<file path="config.mk">
export PLATFORM = sky130hd
export DESIGN_NAME = fifo_1h_stat
export DESIGN_NICKNAME = d
export VERILOG_FILES = /design/src/rtl/fifo_pkg.sv /design/src/rtl/fifo_1h_ptr.sv /design/src/rtl/fifo_1h_stat.sv
export SDC_FILE = /design/constraint.sdc
export NUM_CORES = 1
export LEC_CHECK = 0
export CORE_MARGIN = 1
export CORE_UTILIZATION = 54
export CTS_BUF_LIST = sky130_fd_sc_hd__clkbuf_2 sky130_fd_sc_hd__clkbuf_4 sky130_fd_sc_hd__clkbuf_8
export CTS_CLUSTER_SIZE = 12
export DETAILED_ROUTE_END_ITERATION = 7
export PLACE_DENSITY = 0.81
export SETUP_SLACK_MARGIN = 0.02
export SYNTH_ARGS = -nofsm -noshare
export SYNTH_HDL_FRONTEND = slang
export SYNTH_HIERARCHICAL = 1
export SYNTH_SLANG_ARGS = --single-unit
</file>
<file path="constraint.sdc">
create_clock -name clk -period 3 [get_ports clk]
set_clock_uncertainty 0.2 [all_clocks]
set_input_delay 0.3 -clock clk [delete_from_list [all_inputs] [get_ports clk]]
set_output_delay 0.3 -clock clk [all_outputs]
set_load 0.005 [all_outputs]
</file>
<file path="src/rtl/fifo_pkg.sv">
// Shared types and helpers for the one-hot pointer FIFO.
package fifo_pkg;

  // Read-side presentation: registered pop data or head shown combinationally.
  typedef enum logic {
    RD_REG        = 1'b0,
    RD_SHOW_AHEAD = 1'b1
  } rd_mode_t;

  // Width of an occupancy counter that must represent 0..n inclusive.
  function automatic int unsigned cnt_w(input int unsigned n);
    return $clog2(n + 1);
  endfunction

endpackage

</file>
<file path="src/rtl/fifo_1h_ptr.sv">
// One-hot rotating pointer: advances left on en_i, bit N-1 wraps to bit 0.
module fifo_1h_ptr #(
  parameter int unsigned N = 16
) (
  input  logic         clk_i,
  input  logic         rst_i,
  input  logic         en_i,
  input  logic         flush_i,
  output logic [N-1:0] ptr_o
);

  localparam logic [N-1:0] PTR_INIT = {{(N-1){1'b0}}, 1'b1};

  logic [N-1:0] ptr_q;
  logic [N-1:0] ptr_d;

  // Next pointer: flush returns to slot 0, otherwise rotate when enabled.
  always_comb begin
    ptr_d = ptr_q;
    if (flush_i) begin
      ptr_d = PTR_INIT;
    end else if (en_i) begin
      ptr_d = {ptr_q[N-2:0], ptr_q[N-1]};
    end
  end

  // Pointer register with synchronous reset to slot 0.
  always_ff @(posedge clk_i) begin
    if (rst_i) begin
      ptr_q <= PTR_INIT;
    end else begin
      ptr_q <= ptr_d;
    end
  end

  assign ptr_o = ptr_q;

endmodule

</file>
<file path="src/rtl/fifo_1h_stat.sv">
// Single-clock FIFO with one-hot pointers, flop storage, occupancy/status flags,
// sticky over/underflow errors, flush, and registered or show-ahead read data.
module fifo_1h_stat
  import fifo_pkg::*;
#(
  parameter int unsigned W       = 32,
  parameter int unsigned N       = 16,
  parameter int unsigned AFULL   = 14,
  parameter rd_mode_t    RD_MODE = RD_REG
) (
  input  logic                clk,
  input  logic                rst,
  input  logic                flush,
  input  logic                push,
  input  logic [W-1:0]        push_data,
  input  logic                pop,
  output logic                pop_data_valid_r,
  output logic [W-1:0]        pop_data,
  output logic                empty_r,
  output logic                full_r,
  output logic                almost_full_r,
  output logic [cnt_w(N)-1:0] count_r,
  output logic                overflow_r,
  output logic                underflow_r
);

  localparam int unsigned CW = cnt_w(N);

  logic          pop_acc;
  logic          push_acc;
  logic [N-1:0]  wr_ptr;
  logic [N-1:0]  rd_ptr;
  logic [W-1:0]  mem [N];
  logic [W-1:0]  head;

  logic [CW-1:0] count_q, count_d;
  logic          empty_q, empty_d;
  logic          full_q, full_d;
  logic          afull_q, afull_d;
  logic          ovf_q, ovf_d;
  logic          unf_q, unf_d;

  // Acceptance: a pop frees the slot a full-FIFO push needs; flush masks both.
  always_comb begin
    pop_acc  = pop & ~empty_q & ~flush;
    push_acc = push & (~full_q | pop_acc) & ~flush;
  end

  fifo_1h_ptr #(.N(N)) u_wr_ptr (
    .clk_i   (clk),
    .rst_i   (rst),
    .en_i    (push_acc),
    .flush_i (flush),
    .ptr_o   (wr_ptr)
  );

  fifo_1h_ptr #(.N(N)) u_rd_ptr (
    .clk_i   (clk),
    .rst_i   (rst),
    .en_i    (pop_acc),
    .flush_i (flush),
    .ptr_o   (rd_ptr)
  );

  // Next occupancy, flags derived from the next count, sticky error capture.
  always_comb begin
    count_d = count_q;
    ovf_d   = ovf_q;
    unf_d   = unf_q;
    if (flush) begin
      count_d = '0;
      ovf_d   = 1'b0;
      unf_d   = 1'b0;
    end else begin
      count_d = count_q + CW'(push_acc) - CW'(pop_acc);
      if (push & ~push_acc) ovf_d = 1'b1;
      if (pop & empty_q)    unf_d = 1'b1;
    end
    empty_d = (count_d == '0);
    full_d  = (count_d == CW'(N));
    afull_d = (count_d >= CW'(AFULL));
  end

  // Status registers.
  always_ff @(posedge clk) begin
    if (rst) begin
      count_q <= '0;
      empty_q <= 1'b1;
      full_q  <= 1'b0;
      afull_q <= 1'b0;
      ovf_q   <= 1'b0;
      unf_q   <= 1'b0;
    end else begin
      count_q <= count_d;
      empty_q <= empty_d;
      full_q  <= full_d;
      afull_q <= afull_d;
      ovf_q   <= ovf_d;
      unf_q   <= unf_d;
    end
  end

  // Storage write: the one-hot write pointer is the per-entry write enable.
  always_ff @(posedge clk) begin
    for (int unsigned i = 0; i < N; i++) begin
      if (push_acc && wr_ptr[i]) mem[i] <= push_data;
    end
  end

  // Head-of-queue AND-OR mux selected by the one-hot read pointer.
  always_comb begin
    head = '0;
    for (int unsigned i = 0; i < N; i++) begin
      head = head | (mem[i] & {W{rd_ptr[i]}});
    end
  end

  generate
    if (RD_MODE == RD_REG) begin : g_rd_reg
      logic [W-1:0] data_q;
      logic         valid_q;

      // Capture the head on an accepted pop; data holds otherwise.
      always_ff @(posedge clk) begin
        if (rst) begin
          data_q  <= '0;
          valid_q <= 1'b0;
        end else begin
          valid_q <= pop_acc;
          if (pop_acc) data_q <= head;
        end
      end

      assign pop_data         = data_q;
      assign pop_data_valid_r = valid_q;
    end else begin : g_rd_show_ahead
      assign pop_data         = head;
      assign pop_data_valid_r = ~empty_q;
    end
  endgenerate

  assign empty_r       = empty_q;
  assign full_r        = full_q;
  assign almost_full_r = afull_q;
  assign count_r       = count_q;
  assign overflow_r    = ovf_q;
  assign underflow_r   = unf_q;

endmodule

</file>
# Word level (Yosys, flattened, before mapping)

Memories as Yosys holds them, arrays and structs flattened.
Index checks and enable logic that the tools add are counted.

Flip-flop bits (word level): 75
Bits in writable memories: 512
Input port bits: 37
Output and inout bits: 43
Word-level logic and storage cells: 108
Memories kept: 1

Memory list:

| memory | words | width | rd ports | clocked after Yosys merged registers in | write ports | line               | source |
|---|---|---|---|---|---|---|---|
| mem    | 16    | 32    | 16       | 0                                       | 16          | fifo_1h_stat.sv:33 | `logic [W-1:0] mem [N];` |

Add/subtract/negate cells: 2
Magnitude comparators: 1
Eq/ne operators: 1
Multiplexer cells: 33
Bitwise gates (word level): 42
Reduce and logical (&&, ||, !) cells: 18

Operator list:

| cell                                                                                 | number |
|---|---|
| 32-bit bitwise AND                                                                   | 16 |
| 32-bit OR                                                                            | 15 |
| 1-bit two-way mux                                                                    | 32 |
| 1-bit logical AND                                                                    | 16 |
| 1-bit bitwise AND                                                                    | 6 |
| 5-bit by 1-bit adder with 5-bit output                                               | 1 |
| 5-bit == test (second input constant)                                                | 1 |
| 5-bit by 4-bit greater-or-equal comparator with 1-bit output (second input constant) | 1 |
| 5-bit logical NOT                                                                    | 1 |
| 5-bit two-way mux                                                                    | 1 |
| 5-bit by 1-bit subtractor with 5-bit output                                          | 1 |
| 1-bit NOT                                                                            | 4 |
| 2-bit OR reduction                                                                   | 1 |
| 1-bit OR                                                                             | 1 |

# Depth between registers and ports, before layout

Word-level depth: 16
Depth in mapped cells: 13
Depth with buffers taken out: 12

# Modules after synthesis

Netlist, hierarchy kept.

By module, submodules not included:

| module       | times used | cells an instance | area each (µm²) | seq. area each (µm²) |
|---|---|---|---|---|
| fifo_1h_stat | 1          | 1,035             | 19,820.3        | 16,235.6 |
| fifo_1h_ptr  | 2          | 53                | 589.3           | 320.3 |

# Worst setup path before layout

No wires, ideal clock.

Path kind: reg-to-reg
Start: register empty_q, in the netlist empty_r
End: register empty_q, in the netlist empty_r
Setup time: 116 ps
Data arrival time: 2,864 ps
Data required time: 2,684 ps
Path slack: -179 ps
Stages on the path, launching flop included: 14
Path buffers: 2
Path through: dfxtp_1 -> nand2b_1 -> nor2_1 -> buf_2 -> buf_1 -> ha_1 -> inv_1 -> ha_1 -> inv_1 -> fa_1 -> nor3b_1 -> and4_1 -> or3_1 -> and3_1

Word-level cells in the longest chain between the ends: 10

Ends and longest elaborated chain:

| what                                            | line               | source |
|---|---|---|
| from (decl)                                     | fifo_1h_stat.sv:37 | `logic empty_q, empty_d;` |
| from (signal assigned)                          | fifo_1h_stat.sv:95 | `empty_q <= empty_d;` |
| 1-bit NOT (*)                                   | fifo_1h_stat.sv:45 | `pop_acc = pop & ~empty_q & ~flush;` |
| 1-bit bitwise AND (*) (2 in series)             | fifo_1h_stat.sv:45 |  |
| net pop_acc                                     | fifo_1h_stat.sv:29 | `logic pop_acc;` |
| 1-bit OR                                        | fifo_1h_stat.sv:46 | `push_acc = push & (~full_q \| pop_acc) & ~flush;` |
| 1-bit bitwise AND (2 in series)                 | fifo_1h_stat.sv:46 |  |
| 5-bit by 1-bit adder with 5-bit output          | fifo_1h_stat.sv:75 | `count_d = count_q + CW'(push_acc) - CW'(pop_acc);` |
| 5-bit by 1-bit subtractor with 5-bit output (*) | fifo_1h_stat.sv:75 |  |
| 5-bit two-way mux (*)                           | fifo_1h_stat.sv:70 | `if (flush) begin` |
| 5-bit logical NOT (*)                           | fifo_1h_stat.sv:79 | `empty_d = (count_d == '0);` |

The timed path passes the listed nets; every way through them passes the cells marked *.
A chain may end at the register's enable or synchronous reset.

# Worst setup path after layout

Start: register empty_q, in the netlist empty_r
End: register empty_q, in the netlist empty_r

Word-level cells in the longest chain between the ends: 10

Ends and longest elaborated chain:

| what                                            | line |
|---|---|
| 1-bit NOT (*)                                   | fifo_1h_stat.sv:45 |
| 1-bit bitwise AND (*) (2 in series)             | fifo_1h_stat.sv:45 |
| 1-bit OR                                        | fifo_1h_stat.sv:46 |
| 1-bit bitwise AND (2 in series)                 | fifo_1h_stat.sv:46 |
| 5-bit by 1-bit adder with 5-bit output          | fifo_1h_stat.sv:75 |
| 5-bit by 1-bit subtractor with 5-bit output (*) | fifo_1h_stat.sv:75 |
| 5-bit two-way mux (*)                           | fifo_1h_stat.sv:70 |
| 5-bit logical NOT (*)                           | fifo_1h_stat.sv:79 |

Every way passes the cells marked *; elsewhere a longest branch is shown, timed or not.

==> flow_metrics.tcl <==
set metrics [dict create \
    cts-root-buf "clkbuf_8" \
    fp.dieW_um 199.2 \
    cts_setup_buffers 0 \
    max_cap_violations 0 \
    dp_hpwl_um 29560 \
    setup_ws_ns 0.1061 \
    fmax_ghz 0.3456 \
    crit_arrival_ns 3.22 \
    yosys-top-cells-count "512 x edfxtp_1, 128 x a221oi_1, 128 x a22o_1, 75 x dfxtp_1, 69 x nor2_1" \
    worstMarginPinSlew_ns 1.045 \
    cts_buffers 88 \
    syn_area_mm2 0.02100 \
    synth_top_family_by_area "compound AO/OA/AOI/OAI gates" \
    grt_pass1_wl_um 77530 \
    setup_viol 0 \
    ios 80 \
    synthSimpleGateAreaFrac_pct 3.700 \
    first_pass_iters 5 \
    rsz0062_at_grt "false" \
    clock_latency_ns 0.64 \
    port_buffers 79 \
    n_fill_cell 2424 \
    leakagePower_nw 7.962 \
    cp_data_required_time_ns 3.32 \
    status "finished clean" \
    area_growth_pct 18.66 \
    synth.avg_cell_area_um2 18.40 \
    grt_max_degree 82 \
    grt_use_total_pct 27.70 \
    hold_path_class "in -> reg" \
    async_flop_share_pct 0 \
    critical_path.max_fanout 3 \
    seq_area_mm2 0.01689 \
    maxSlewViolCount 0 \
    core-area_mm2 0.03793 \
    detail-route-antenna-nets 0 \
    wl_per_cell_um 28.35 \
    slew_headroom_pct 30.34 \
    cts_buffer_depth 3 \
    synth-adder-area-share_pct 0.3933 \
    tritoncts "done" \
    num_vias 12221 \
    synth_top_area_share_pct 73.22 \
    synth-seq-area-share_pct 80.37 \
    synth_top_area_cell "edfxtp_1" \
    initial_core_util_pct 55.36 \
    synth_cell_types 37 \
    end_kind "flop" \
    synth_compound_area_share_pct 12.19 \
    cts_sinks 587 \
    path_clk_slew_ns 0.06 \
    hold_viol_final 0 \
    holdWs_ns 0.1215 \
    fin_crit_sh_pct 96.46 \
    htreeDepth 3 \
    num_antenna_cells 0 \
    multi_input_area_mm2 0.003814 \
    path_class "reg -> reg" \
    synth_most_common_cell "edfxtp_1" \
    nNetsFinal 1355 \
    row_count 71 \
    synth-xor-area-share_pct 0.1251 \
    ys_warn_count 6 \
    grt_pass1_vias 12276 \
    synth-main-ff-cell "edfxtp_1" \
    final.setup.tns_ns 0 \
    synthMuxAreaShare_pct 1.430 \
    initialDrtViolationCount 1367 \
    syn_nets 1184 \
    gp_congestion 0.8093 \
    netlist_instances 1141 \
    wl_um 53820 \
    die_h_um 199.2 \
    vias_per_cell 6.439 \
    crit_path_start_kind "flop" \
    ys_seq_elements 587 \
    drc 0 \
    die_area_mm2 0.03968 \
    p_per_area_mw_per_mm2 662.2 \
    netlist_top_cells_area "edfxtp_1 73%, dfxtp_1 7.2%, a221oi_1 5.3%, a22o_1 5.3%, mux2i_1 1.4%" \
    antenna_found_initial 1 \
    peakVddDrop_mv 0.4554 \
    synth_edf_count 512 \
    drive_gt1_share_pct 19.18 \
    grt.overflow.total 0 \
    dpl_worst_slack_ns -0.4068 \
    fin_crit_ns 2.894 \
]
==> power breakdown <==
group          switching (mW)  leakage (nW)  internal (mW)
Clock                    3.00          1.02           3.96
Combinational           0.313          1.72          0.251
Sequential             0.0346          5.22           8.95
Total                    3.34          7.96           13.2
==> routing by layer <==
metal / vias up / global-route usage (%) / share of wire [%]
li1: 5147 / - / -
met1: 6090 / 35.26 / 36
met2: 847 / 45.62 / 49
met3: 135 / 7.257 / 12
met4: 2 / 10.68 / 2.8
met5: - / 0 / 0.024
==> worst paths after layout <==
path | from | to | slack (ns) | cells after the start
worst max register to register | empty_r | empty_r | 0.11 | 13
worst max-delay path | empty_r | empty_r | 0.11 | 13
worst min-delay path | push | overflow_r | 0.12 | 3
worst min register to register | underflow_r | underflow_r | 0.28 | 2
==> final cells by class <==
type                       instances  share of cell area, %
sequential                       587                  67.78
inverter                           9                 0.1356
clock inverter                    22                 0.9089
tap                              511                  2.566
clock buffer                     143                  6.844
multi-input combinational        476                  15.31
timing repair buffer             150                  6.457
==> through the flow <==
step / std cells / area (um2) / utilization, % / total power [mW]
2_1_floorplan: 1141 / 21020 / - / 9.395
3_3_place_gp: 1732 / 22950 / 60.50 / 9.683
3_5_place_dp: 1732 / 22950 / 60.50 / 9.707
4_1_cts: 1898 / 24890 / 65.63 / 16.55
5_1_grt: 1898 / 24920 / 65.69 / 16.96
6_report: 1898 / 24920 / 65.69 / 16.50
==> worst max-delay path, stage by stage (launching register included) <==
cell      delay (ns)
dfxtp_2         0.33
nand2b_4        0.15
a211oi_4        0.26
inv_2           0.08
ha_4            0.26
inv_1           0.04
ha_2            0.17
inv_2           0.05
fa_2            0.43
buf_4           0.15
nand3b_1        0.08
a211oi_1        0.06
or3_1           0.35
and3_1          0.18
==> state kept, by name, indices dropped and copies added, names as in the netlist <==
register / count
almost_full_r: 1
count_r: 5
empty_r: 1
full_r: 1
mem: 512
overflow_r: 1
pop_data: 32
pop_data_valid_r: 1
u_rd_ptr/ptr_o: 16
u_wr_ptr/ptr_o: 16
underflow_r: 1
==> cells by family (layout without fill, tap and decap cells) <==
logic type / Yosys count / after routing
AND/OR/NAND/NOR: 138 / 138
flip-flops: 587 / 587
buffers and inverters: 78 / 324
multiplexers: 30 / 30
AO/OA/AOI/OAI: 299 / 299
XOR/XNOR: 3 / 3
adder cells (fa/ha/maj): 6 / 6
==> repair_timing <==
action,in CTS,in global routing
hold buffers,1,0
endpoints found under the setup margin,1,1
pin swaps,0,3
endpoints found under the hold margin,10,0
gates cloned,0,0
gates resized for setup,2,5
==> layout by cell type (no fill, tap or decap), types with 11 or more instances in the layout <==
cell	instances
edfxtp_1	512
a22o_1	128
a221oi_1	128
clkbuf_8	101
clkdlybuf4s50_1	78
nor2_1	68
dfxtp_1	64
buf_4	47
clkbuf_4	42
and4_1	33
a211oi_1	33
mux2i_1	30
buf_12	23
and2_2	16
dfxtp_2	11
(Power assumes the default switching activity.)
